**config.mk**
```make
export PLATFORM = sky130hd
export DESIGN_NAME = code_entry
export DESIGN_NICKNAME = d
export VERILOG_FILES = /design/src/rtl/code_entry.sv
export SDC_FILE = /design/constraint.sdc
export NUM_CORES = 1
export LEC_CHECK = 0
export CAP_MARGIN = 20
export CORE_ASPECT_RATIO = 1.1
export CORE_MARGIN = 3
export CORE_UTILIZATION = 40
export CTS_BUF_LIST = sky130_fd_sc_hd__clkbuf_4
export CTS_CLUSTER_SIZE = 14
export DETAILED_ROUTE_END_ITERATION = 7
export HOLD_SLACK_MARGIN = 0.08
export PLACE_DENSITY_LB_ADDON = 0.2
export SLEW_MARGIN = 20
export SYNTH_ARGS = -nofsm -noshare
export SYNTH_HDL_FRONTEND = slang
export SYNTH_SLANG_ARGS = --single-unit
```
**constraint.sdc**
```tcl
create_clock -name clk -period 3 [get_ports clk]
set_input_delay 0.6 -clock clk [delete_from_list [all_inputs] [get_ports clk]]
set_output_delay 0.6 -clock clk [all_outputs]
set_load 0.05 [all_outputs]
```
**src/rtl/code_entry.sv**
```systemverilog
// Keypad front end: synchronizes and debounces the 0/1/clear keys, assembles a CODE_W-bit
// code MSB-first, queries the code-check database and reports grant/deny with failure lockout.
module code_entry #(
    parameter int CODE_W          = 4,
    parameter int DEBOUNCE_CYCLES = 4,
    parameter int TIMEOUT_CYCLES  = 1000,
    parameter int RESULT_LAT      = 1,
    parameter int MAX_FAILS       = 3,
    parameter int LOCK_CYCLES     = 5000
) (
    input  logic                          clk,
    input  logic                          rst,
    input  logic                          key0_raw,
    input  logic                          key1_raw,
    input  logic                          clr_raw,
    input  logic                          match_in,
    output logic [CODE_W-1:0]             code,
    output logic                          enable,
    output logic                          granted,
    output logic                          denied,
    output logic                          locked,
    output logic                          busy,
    output logic [$clog2(CODE_W+1)-1:0]   digit_cnt,
    output logic [2:0]                    state_dbg
);

    localparam int DW     = $clog2(CODE_W + 1);
    localparam int DBW    = $clog2(DEBOUNCE_CYCLES + 1);
    localparam int FW     = $clog2(MAX_FAILS + 1);
    localparam int TM_A   = (LOCK_CYCLES > TIMEOUT_CYCLES) ? LOCK_CYCLES : TIMEOUT_CYCLES;
    localparam int TM_MAX = (TM_A > RESULT_LAT) ? TM_A : RESULT_LAT;
    localparam int TMW    = $clog2(TM_MAX + 1);

    localparam logic [DBW-1:0] DB_LAST = DBW'(DEBOUNCE_CYCLES - 1);
    localparam logic [TMW-1:0] TO_LAST = TMW'(TIMEOUT_CYCLES - 1);
    localparam logic [TMW-1:0] LK_LAST = TMW'(LOCK_CYCLES - 1);
    localparam logic [TMW-1:0] RL_CYC  = TMW'(RESULT_LAT);
    localparam logic [DW-1:0]  FULL    = DW'(CODE_W);
    localparam logic [FW-1:0]  MF_LAST = FW'(MAX_FAILS - 1);

    typedef enum logic [2:0] {
        IDLE    = 3'd0,
        COLLECT = 3'd1,
        CHECK   = 3'd2,
        WAIT    = 3'd3,
        GRANT   = 3'd4,
        DENY    = 3'd5,
        LOCKED  = 3'd6
    } state_t;

    // ---------------- key input path: sync -> debounce -> rising-edge event ----------------
    // Bit order in the key vectors: [0] = key0, [1] = key1, [2] = clear.
    logic [2:0]     raw_vec, sync1, sync2, lvl, lvl_q, press;
    logic [DBW-1:0] dcnt [3];

    assign raw_vec = {clr_raw, key1_raw, key0_raw};

    always_ff @(posedge clk) begin
        if (rst) begin
            sync1 <= '0;
            sync2 <= '0;
            lvl   <= '0;
            lvl_q <= '0;
            for (int i = 0; i < 3; i++) dcnt[i] <= '0;
        end else begin
            sync1 <= raw_vec;
            sync2 <= sync1;
            lvl_q <= lvl;
            // dcnt counts consecutive samples that disagree with the accepted level
            for (int i = 0; i < 3; i++) begin
                if (sync2[i] == lvl[i]) begin
                    dcnt[i] <= '0;
                end else if (dcnt[i] == DB_LAST) begin
                    lvl[i]  <= sync2[i];
                    dcnt[i] <= '0;
                end else begin
                    dcnt[i] <= dcnt[i] + 1'b1;
                end
            end
        end
    end

    assign press = lvl & ~lvl_q;

    logic clr_ev, bit_ev, bit_val;
    assign clr_ev  = press[2];
    assign bit_ev  = ~clr_ev & (press[0] ^ press[1]);
    assign bit_val = press[1];

    // ---------------- control FSM ----------------
    // Database handshake: enable is high for exactly one cycle (CHECK) with code already
    // stable; match_in is sampled RESULT_LAT cycles after that cycle, and code is held
    // unchanged from CHECK until the sample has been taken.
    state_t         state, state_n;
    logic [CODE_W-1:0] code_n;
    logic [DW-1:0]  cnt_n;
    logic [TMW-1:0] tmr, tmr_n;
    logic [FW-1:0]  fails, fails_n;

    always_ff @(posedge clk) begin
        if (rst) begin
            state     <= IDLE;
            code      <= '0;
            digit_cnt <= '0;
            tmr       <= '0;
            fails     <= '0;
        end else begin
            state     <= state_n;
            code      <= code_n;
            digit_cnt <= cnt_n;
            tmr       <= tmr_n;
            fails     <= fails_n;
        end
    end

    always_comb begin
        state_n = state;
        code_n  = code;
        cnt_n   = digit_cnt;
        tmr_n   = tmr;
        fails_n = fails;
        enable  = 1'b0;
        granted = 1'b0;
        denied  = 1'b0;
        locked  = 1'b0;
        busy    = (state != IDLE);

        case (state)
            IDLE, COLLECT: begin
                if (clr_ev) begin
                    // clear is meaningless with nothing entered, so IDLE just stays put
                    code_n  = '0;
                    cnt_n   = '0;
                    tmr_n   = '0;
                    state_n = IDLE;
                end else if (bit_ev) begin
                    code_n  = {code[CODE_W-2:0], bit_val};
                    cnt_n   = digit_cnt + 1'b1;
                    tmr_n   = '0;
                    state_n = (cnt_n == FULL) ? CHECK : COLLECT;
                end else if (state == COLLECT) begin
                    if (tmr == TO_LAST) begin
                        code_n  = '0;
                        cnt_n   = '0;
                        tmr_n   = '0;
                        state_n = IDLE;
                    end else begin
                        tmr_n = tmr + 1'b1;
                    end
                end
            end
            CHECK: begin
                enable  = 1'b1;
                tmr_n   = TMW'(1);
                state_n = WAIT;
            end
            WAIT: begin
                if (tmr == RL_CYC) begin
                    tmr_n   = '0;
                    state_n = match_in ? GRANT : DENY;
                end else begin
                    tmr_n = tmr + 1'b1;
                end
            end
            GRANT: begin
                granted = 1'b1;
                fails_n = '0;
                code_n  = '0;
                cnt_n   = '0;
                state_n = IDLE;
            end
            DENY: begin
                denied = 1'b1;
                code_n = '0;
                cnt_n  = '0;
                tmr_n  = '0;
                if (fails == MF_LAST) begin
                    fails_n = '0;
                    state_n = LOCKED;
                end else begin
                    fails_n = fails + 1'b1;
                    state_n = IDLE;
                end
            end
            LOCKED: begin
                locked = 1'b1;
                if (tmr == LK_LAST) begin
                    tmr_n   = '0;
                    state_n = IDLE;
                end else begin
                    tmr_n = tmr + 1'b1;
                end
            end
            default: begin
                state_n = IDLE;
            end
        endcase
    end

    assign state_dbg = state;

endmodule
```
==> results.cfg, run 1 <==
[synth]
synth-seq-cells = 46
syn_avg_cell_area_um2 = 9.529
synth-edff-count = 9
synthTopCellsByCount = dfxtp_1, nor2_1, a21oi_1, nor2b_1, nand2_1
synth_ff_type = dfxtp_1
synth_area_leaders = dfxtp_1, edfxtp_1, ha_1
synthesis.area_um2 = 2382
synth.largest_area_cell = dfxtp_1
synth.most_common_cell = dfxtp_1
synth_warnings = 0
ys_async_sr_fraction = 0
yosysTopAreaCellShare = 0.3109
yosysSeqAreaShare = 0.4244
syn_inst = 250
yosysUniqueCellTypes = 50

[layout]
nNetsFinal = 295
syn_to_final_growth_pct = 15.18
drive_above_1_share = 0.1362
diodes = 0
nFillCells = 539
seq_area_um2 = 1011
multi_input_area_um2 = 1309

[floorplanning]
io_pins = 21
rows = 28
chipHeight_um = 86.94
die_x_um = 79.58
coreArea_um2 = 5570
die-area_um2 = 6919
start_util = 0.4277

[worst_setup_path]
cp_data_required_time_ns = 2.40
critPathLaunch = state_dbg[2]
arrival_ns = 2.20
r2r_end = tmr[5]
rr_worst_depth = 7
r2r-start = tmr[0]
critPathCaptureType = primary output
crit_fanout = 10
critPathKind = register to primary output
r2r_slack_ns = 0.79
crit_end = denied
cp-start-kind = register

[drt]
ant_nets = 0
drtIter0Drc = 58
first_pass_iters = 4
viasPerCell = 4.924
wl_um = 4181
drc_errors = 0
num_vias = 1743
wl_per_cell_um = 11.81

[power_and_ir_drop]
p_leak_nw = 1.011
ir_drop_mv = 0.1751
total_power_w = 0.001002
p_per_area_nw_per_um2 = 365.2

[clocking]
cts_buffers = 5
postCtsSetupRepairBufs = 0
cts_tree = done
cts.path.max_buffers = 2
cts_sinks = 46
clockRootBuffer = clkbuf_4
htreeDepth = 2
insertion_delay_ns = 0.35
ctsHoldBuffers = 0
cts_resized = 0
clk_pin_slew_ns = 0.13

[sta]
hold_viol = 0
fin_crit_sh = 0.9320
setup_tns_ns = 0
finClkSkew_ns = 0.006205
slew_headroom = 0.5732
slew_violations = 0
setup-violations-final = 0
period_needed_ns = 2.796
fmax_ghz = 0.3577
worst_pin_slew_ns = 0.6353
rsz0062_at_grt = no

[placed_design]
place_congestion = 0.8437
portBuffers = 20
place_hpwl_um = 3042

[global_routing]
antenna_found_initial = 0
grt_pass1_wl_um = 7431
track_usage = 0.1353
first_global_vias = 1620
grt_overflow_total = 0
grt_max_degree = 20

[run_status]
status = finished, final reports clean

[run]
drv_cap = 0

[min_path]
hold_path.class = register to register
==> metrics by stage <==
| step | utilization | hold WS, ns | cell area [µm²] | worst slack (ns) | cells |
|---|---|---|---|---|---|
| 2_1_floorplan | - | 0.4138 | 2412 | 0.3812 | 258 |
| 3_3_place_gp | 0.4820 | 0.4182 | 2685 | 0.6532 | 346 |
| 3_5_place_dp | 0.4820 | 0.4285 | 2685 | 0.6234 | 346 |
| 4_1_cts | 0.4926 | 0.4584 | 2744 | 0.1675 | 354 |
| 5_1_grt | 0.4926 | 0.4645 | 2744 | 0.06541 | 354 |
| 6_report | 0.4926 | 0.4546 | 2744 | 0.2041 | 354 |
==> power breakdown <==
part	leakage, nW	internal, W	switching (W)
clock	0.0356	0.000102	0.000201
combinational	0.584	0.0000237	0.0000285
sequential	0.392	0.000641	0.00000622
total	1.01	0.000766	0.000236
==> placed cells by master, fill, tap and decap left out, types with 2 or more instances in the layout <==
master           instances
dfxtp_1                 37
nor2_1                  23
clkdlybuf4s50_1         20
a21oi_1                 15
nor2b_1                 13
nand2_1                 12
inv_1                   11
ha_1                    11
nand2b_1                10
xnor2_1                 10
nand3_1                 10
nor2_2                   9
edfxtp_1                 9
conb_1                   9
or3_1                    7
clkbuf_4                 6
mux2i_1                  5
or4_1                    4
nor3_1                   4
buf_4                    4
o21ai_0                  3
xor2_1                   3
nand3b_1                 3
nor4_1                   3
and3_1                   3
nand4_1                  3
a21o_1                   3
nor4_2                   2
or3b_2                   2
nor4_4                   2
a31oi_1                  2
==> critical path, stage by stage, from the launching register on <==
cell	delay (ns)
dfxtp_1	0.51
nand2b_1	0.22
nor2_1	0.25
clkdlybuf4s50_1	0.85
==> routing by layer <==
| layer | vias up | share of wire | track usage | wire length, µm |
|---|---|---|---|---|
| met1 | 790 | 0.49 | 0.1791 | 2057 |
| li1 | 923 | - | - | - |
| met3 | 2 | 0.035 | 0.03727 | 148 |
| met2 | 28 | 0.46 | 0.2118 | 1943 |
| met4 | 0 | 0.0074 | 0.04688 | 31 |
| met5 | - | 0 | 0 | 0 |
==> cells by family (layout without fill, tap and decap cells) <==
group / count (synthesis) / count (layout) / share of synthesized area
buffers and inverters: 22 / 43 / 0.03887
AND/OR/NAND/NOR: 116 / 116 / 0.2915
multiplexers: 5 / 5 / 0.02101
flip-flops: 46 / 46 / 0.4244
XOR/XNOR: 14 / 14 / 0.05462
AO/OA/AOI/OAI: 35 / 35 / 0.1103
other: 1 / 9 / 0.001574
adder cells (fa/ha/maj): 11 / 11 / 0.05777
==> registers in the layout (all words and copies together) (netlist names) <==
name / count
sync1: 3
sync2: 3
tmr: 13
code: 4
digit_cnt: 3
state_dbg: 3
dcnt: 9
lvl_q: 3
lvl: 3
fails: 2
==> layout make-up <==
cell class | count | share of cell area
Clock buffer | 6 | 0.01642
Inverter | 11 | 0.01505
Clock inverter | 2 | 0.005016
Tap cell | 75 | 0.03420
Sequential cell | 46 | 0.3684
Timing Repair Buffer | 24 | 0.08390
Multi-Input combinational cell | 190 | 0.4770
==> worst min-delay path by stage <==
| stage | startpoint | end | slack [ns] | cells after the start |
|---|---|---|---|---|
| after floorplan | sync1[0] | sync2[0] | 0.41 | 1 |
| after global placement | sync1[2] | sync2[2] | 0.42 | 1 |
| after detailed placement | sync1[0] | sync2[0] | 0.43 | 1 |
| after CTS | sync1[0] | sync2[0] | 0.46 | 1 |
| after global routing | sync1[0] | sync2[0] | 0.46 | 1 |
| final | sync1[0] | sync2[0] | 0.45 | 1 |
No activity file was read; power rests on OpenSTA's default activity.
==> run 2: changes to the inputs <==
==> constraint.sdc (replaced) <==
create_clock -name clk -period 3 [get_ports clk]
set_input_delay 0.6 -clock clk [delete_from_list [all_inputs] [get_ports clk]]
set_output_delay 0.6 -clock clk [all_outputs]
set_load 0.1 [all_outputs]
==> run 2 against run 1 <==
- core utilization is 0.72 points lower
- register-to-register slack gained 0.04 ns
- die area did not move
- cell count down 0.56%
- count of clock-buffer cells in the layout is 1 lower
==> results.cfg, run 2 (same netlist as run 1, synthesis figures left out) <==
[sta]
slew_headroom = 0.5675
setup_tns_ns = 0
fmax_ghz = 0.4155
worst_pin_slew_ns = 0.6439
hold_viol = 0
slew_violations = 0
setup_slack_ns = 0.5932
period_needed_ns = 2.407
fin_crit_sh = 0.8023
setup-violations-final = 0
finClkSkew_ns = 0.01715
rsz0062_at_grt = no

[layout]
regMostFlops = tmr
nFillCells = 551
final_core_util = 0.4854
instances_no_fill = 352
seq_area_um2 = 1011
diodes = 0
largestRegisters = tmr: 13 flops, dcnt: 9 flops, code: 4 flops
syn_to_final_growth_pct = 13.50
final_common_cell = dfxtp_1
largest_reg_flops = 13
multi_input_area_um2 = 1321
nNetsFinal = 293
final_cell_mix = dfxtp_1, nor2_1, buf_4, a21oi_1, nor2b_1
drive_above_1_share = 0.1949

[worst_setup_path]
crit_fanout = 14
crit_slowest_cell = dfxtp_1
r2r-start = state_dbg[1]
cp-start-kind = register
arrival_ns = 1.81
cp_data_required_time_ns = 2.40
cp_top_family = flip-flops
critPathKind = register to primary output
rr_worst_depth = 6
cp.buffers_inverters = 2
crit_chain = inv_1, nor2_4, buf_4
r2r_slack_ns = 0.83
slowest_delay_ns = 0.71
critPathCaptureType = primary output
r2r_end = tmr[1]

[clocking]
cts_resized = 0
clk_pin_slew_ns = 0.15
cts_sinks = 46
clockRootBuffer = clkbuf_4
cts.path.max_buffers = 2
ctsHoldBuffers = 0
postCtsSetupRepairBufs = 0
insertion_delay_ns = 0.36
cts_tree = done
htreeDepth = 2
cts_buffers = 5

[placed_design]
dp_slack_ns = 0.7558
dp_cells = 344
portBuffers = 20
place_hpwl_um = 2921
place_congestion = 0.8090

[floorplanning]
coreArea_um2 = 5570
die-area_um2 = 6919
start_util = 0.4277
chipHeight_um = 86.94
io_pins = 21
die_x_um = 79.58
rows = 28

[min_path]
min-delay-start = sync1[2]
whs_path_depth = 1
min_to = sync2[2]
hold_path.class = register to register

[power_and_ir_drop]
p_leak_nw = 1.026
clkPwrFrac = 0.296
power_frac_seq = 0.652
ir_drop_mv = 0.1972
internal-power_w = 0.0007563
combPwrFrac = 0.053
p_switching_w = 0.0002375
sw_frac_of_total = 0.2390
p_per_area_nw_per_um2 = 367.6

[drt]
wl_per_cell_um = 11.47
first_pass_iters = 4
drc_errors = 0
viasPerCell = 4.957
ant_nets = 0
num_vias = 1745
wl_um = 4037
drtIter0Drc = 39

[run_status]
status = finished, final reports clean

[global_routing]
first_global_vias = 1646
grt_overflow_total = 0
grt_max_degree = 25
antenna_found_initial = 0
grt_pass1_wl_um = 7231
track_usage = 0.1303

[run]
drv_cap = 0
## run 2: power groups by stage
stage | clock network (W) | logic, W | registers [W]
global route | 0.000335 | 0.0000603 | 0.000650
detailed placement | 0 | 0.0000529 | 0.000661
global placement | 0 | 0.0000525 | 0.000661
finish | 0.000294 | 0.0000522 | 0.000648
CTS | 0.000314 | 0.0000531 | 0.000648
floorplan | 0 | 0.0000379 | 0.000660
## run 2: worst max path at each step
stage          slack (ns)  cells past startpoint         end         start
2_1_floorplan        0.14                      4     granted  state_dbg[2]
3_3_place_gp         0.78                      4  dcnt[0][1]           rst
4_1_cts              0.58                      3      denied  state_dbg[0]
6_report             0.59                      3      denied  state_dbg[0]
3_5_place_dp         0.76                      4  dcnt[2][0]           rst
5_1_grt              0.48                      4      locked  state_dbg[1]
## run 2: cell type report
cell class,instances,area share
inverter,11,0.01527
sequential,46,0.3739
multi-input combinational,190,0.4887
clock inverter,3,0.007867
timing repair buffer,22,0.06571
tap,75,0.03471
clock buffer,5,0.01388
## run 2: per-stage QoR
step	total power, W	hold WS [ns]	cell area, µm²
after floorplan	0.0006975	0.4138	2425
after global placement	0.0007134	0.4235	2645
after detailed placement	0.0007143	0.4336	2645
after CTS	0.001015	0.4615	2704
after global routing	0.001045	0.4701	2704
final	0.0009938	0.4585	2704
## run 2: layer usage
layer  part of all wire  GRT usage
met5                  0          0
met4              0.015    0.04688
met3              0.034    0.03209
met2               0.46     0.2172
met1               0.49     0.1631
==> run 3: changes to the inputs <==
==> constraint.sdc (replaced) <==
create_clock -name clk -period 2.4 [get_ports clk]
set_input_delay 0.48 -clock clk [delete_from_list [all_inputs] [get_ports clk]]
set_output_delay 0.48 -clock clk [all_outputs]
set_load 0.1 [all_outputs]
==> run 3 against run 2 <==
- clock power grew 64%
- core utilization grew 2.1 points
- register-to-register slack lost 0.62 ns
- critical path depth grew 4
- clock skew shrank 0.0068 ns
- via count grew 1.7%
- worst hold slack lost 0.0021 ns
- combinational power grew 30%
- die area is the same
- power grew 37%
- first-iteration DRC count shrank 23%
- global-route usage shrank 0.14 points
==> results.cfg, run 3 (same netlist as run 1, synthesis figures left out) <==
[run_status]
status = finished, final reports clean

[clocking]
cts.path.max_buffers = 2
postCtsSetupRepairBufs = 0
insertion_delay_ns = 0.36
clk_pin_slew_ns = 0.14
clockRootBuffer = clkbuf_4
cts_tree = done
htreeDepth = 2
cts_buffers = 5
ctsHoldBuffers = 0
cts_sinks = 46
cts_resized = 0

[run]
drv_cap = 0

[worst_setup_path]
critPathKind = register to register
rr_worst_depth = 7
critPathLaunch = tmr[0]
cp-start-kind = register
critPathCaptureType = register
crit_fanout = 8
r2r_slack_ns = 0.21
cp_data_required_time_ns = 2.66
slowest_delay_ns = 0.49
r2r_end = tmr[3]
crit_end = tmr[3]
r2r-start = tmr[0]
crit_chain = ha_1, or3b_2, nor4_4, o32ai_2, a21oi_4, a21o_4, nor2_2
crit_slowest_cell = dfxtp_1
arrival_ns = 2.45

[power_and_ir_drop]
total_power_w = 0.001358
p_switching_w = 0.0002943
internal-power_w = 0.001063
p_per_area_nw_per_um2 = 481.2
clkPwrFrac = 0.355
sw_frac_of_total = 0.2168
ir_drop_mv = 0.3007
p_leak_nw = 1.070
power_frac_seq = 0.595
combPwrFrac = 0.050

[floorplanning]
start_util = 0.4277
die_x_um = 79.58
chipHeight_um = 86.94
coreArea_um2 = 5570
die-area_um2 = 6919
rows = 28
io_pins = 21

[sta]
setup_tns_ns = 0
slew_violations = 0
period_needed_ns = 2.187
setup_slack_ns = 0.2131
hold_ws_ns = 0.4565
worst_pin_slew_ns = 0.5449
setup-violations-final = 0
slew_headroom = 0.6327
fmax_ghz = 0.4573
finClkSkew_ns = 0.01039
rsz0062_at_grt = no
fin_crit_sh = 0.9112
hold_viol = 0

[layout]
drive_above_1_share = 0.2171
regMostFlops = tmr
nNetsFinal = 297
syn_to_final_growth_pct = 18.44
largest_reg_flops = 13
final_common_cell = dfxtp_1
largestRegisters = tmr: 13 flops, dcnt: 9 flops, code: 4 flops
diodes = 0
final_cell_mix = dfxtp_1, nor2_1, buf_4, a21oi_1, nor2b_1
instances_no_fill = 356
nFillCells = 526

[drt]
wl_um = 4120
viasPerCell = 4.986
num_vias = 1775
wl_per_cell_um = 11.57
drc_errors = 0
ant_nets = 0
first_pass_iters = 4
drtIter0Drc = 30

[global_routing]
grt_max_degree = 16
track_usage = 0.1289
grt_pass1_wl_um = 7093
first_global_vias = 1628
grt_overflow_total = 0
antenna_found_initial = 0

[placed_design]
portBuffers = 20
place_congestion = 0.7715
dp_cells = 347
place_hpwl_um = 3062
dp_slack_ns = 0.2177

[min_path]
hold_path.class = register to register
min-delay-start = sync1[2]
## run 3: power groups by stage
stage	Combinational (W)	Sequential [W]	Clock, W
after floorplan	0.0000474	0.000823	0
after global placement	0.0000684	0.000825	0
after detailed placement	0.0000686	0.000825	0
after CTS	0.0000689	0.000808	0.000502
after global routing	0.0000773	0.000810	0.000534
final	0.0000679	0.000808	0.000482
## run 3: worst min-delay path by stage
stage,end,slack (ns),depth (start not counted)
floorplan,sync2[0],0.41,1
finish,sync2[2],0.46,1
CTS,sync2[0],0.46,1
global route,sync2[0],0.47,1
detailed placement,sync2[0],0.43,1
global placement,sync2[2],0.42,1
## run 3: worst max-delay path: cells and delay by family (launching register included)
kind	cells	cell delay, ns
simple gates	3	0.79
fa+ha+maj	1	0.18
flops	1	0.49
compound gates	3	0.61
## run 3: metrics by stage
stage | cell area [µm²] | utilization
3_3_place_gp | 2734 | 0.4908
3_5_place_dp | 2734 | 0.4908
2_1_floorplan | 2441 | -
5_1_grt | 2821 | 0.5065
4_1_cts | 2816 | 0.5056
6_report | 2821 | 0.5065
## run 3: final cells by class
type	instances	area, µm²	area share
sequential	46	1017	0.3605
multi-input combinational	190	1331	0.4718
clock inverter	2	37.54	0.01330
tap	75	93.84	0.03326
inverter	11	41.29	0.01463
clock buffer	6	45.04	0.01596
timing repair buffer	26	255.2	0.09047
## run 3: layer usage
layer  share of wire  wire [µm]  GRT usage
met5               0          0          0
met4          0.0092         38    0.05156
met3           0.044        180    0.03727
met2            0.46       1877     0.2118
met1            0.49       2024     0.1583
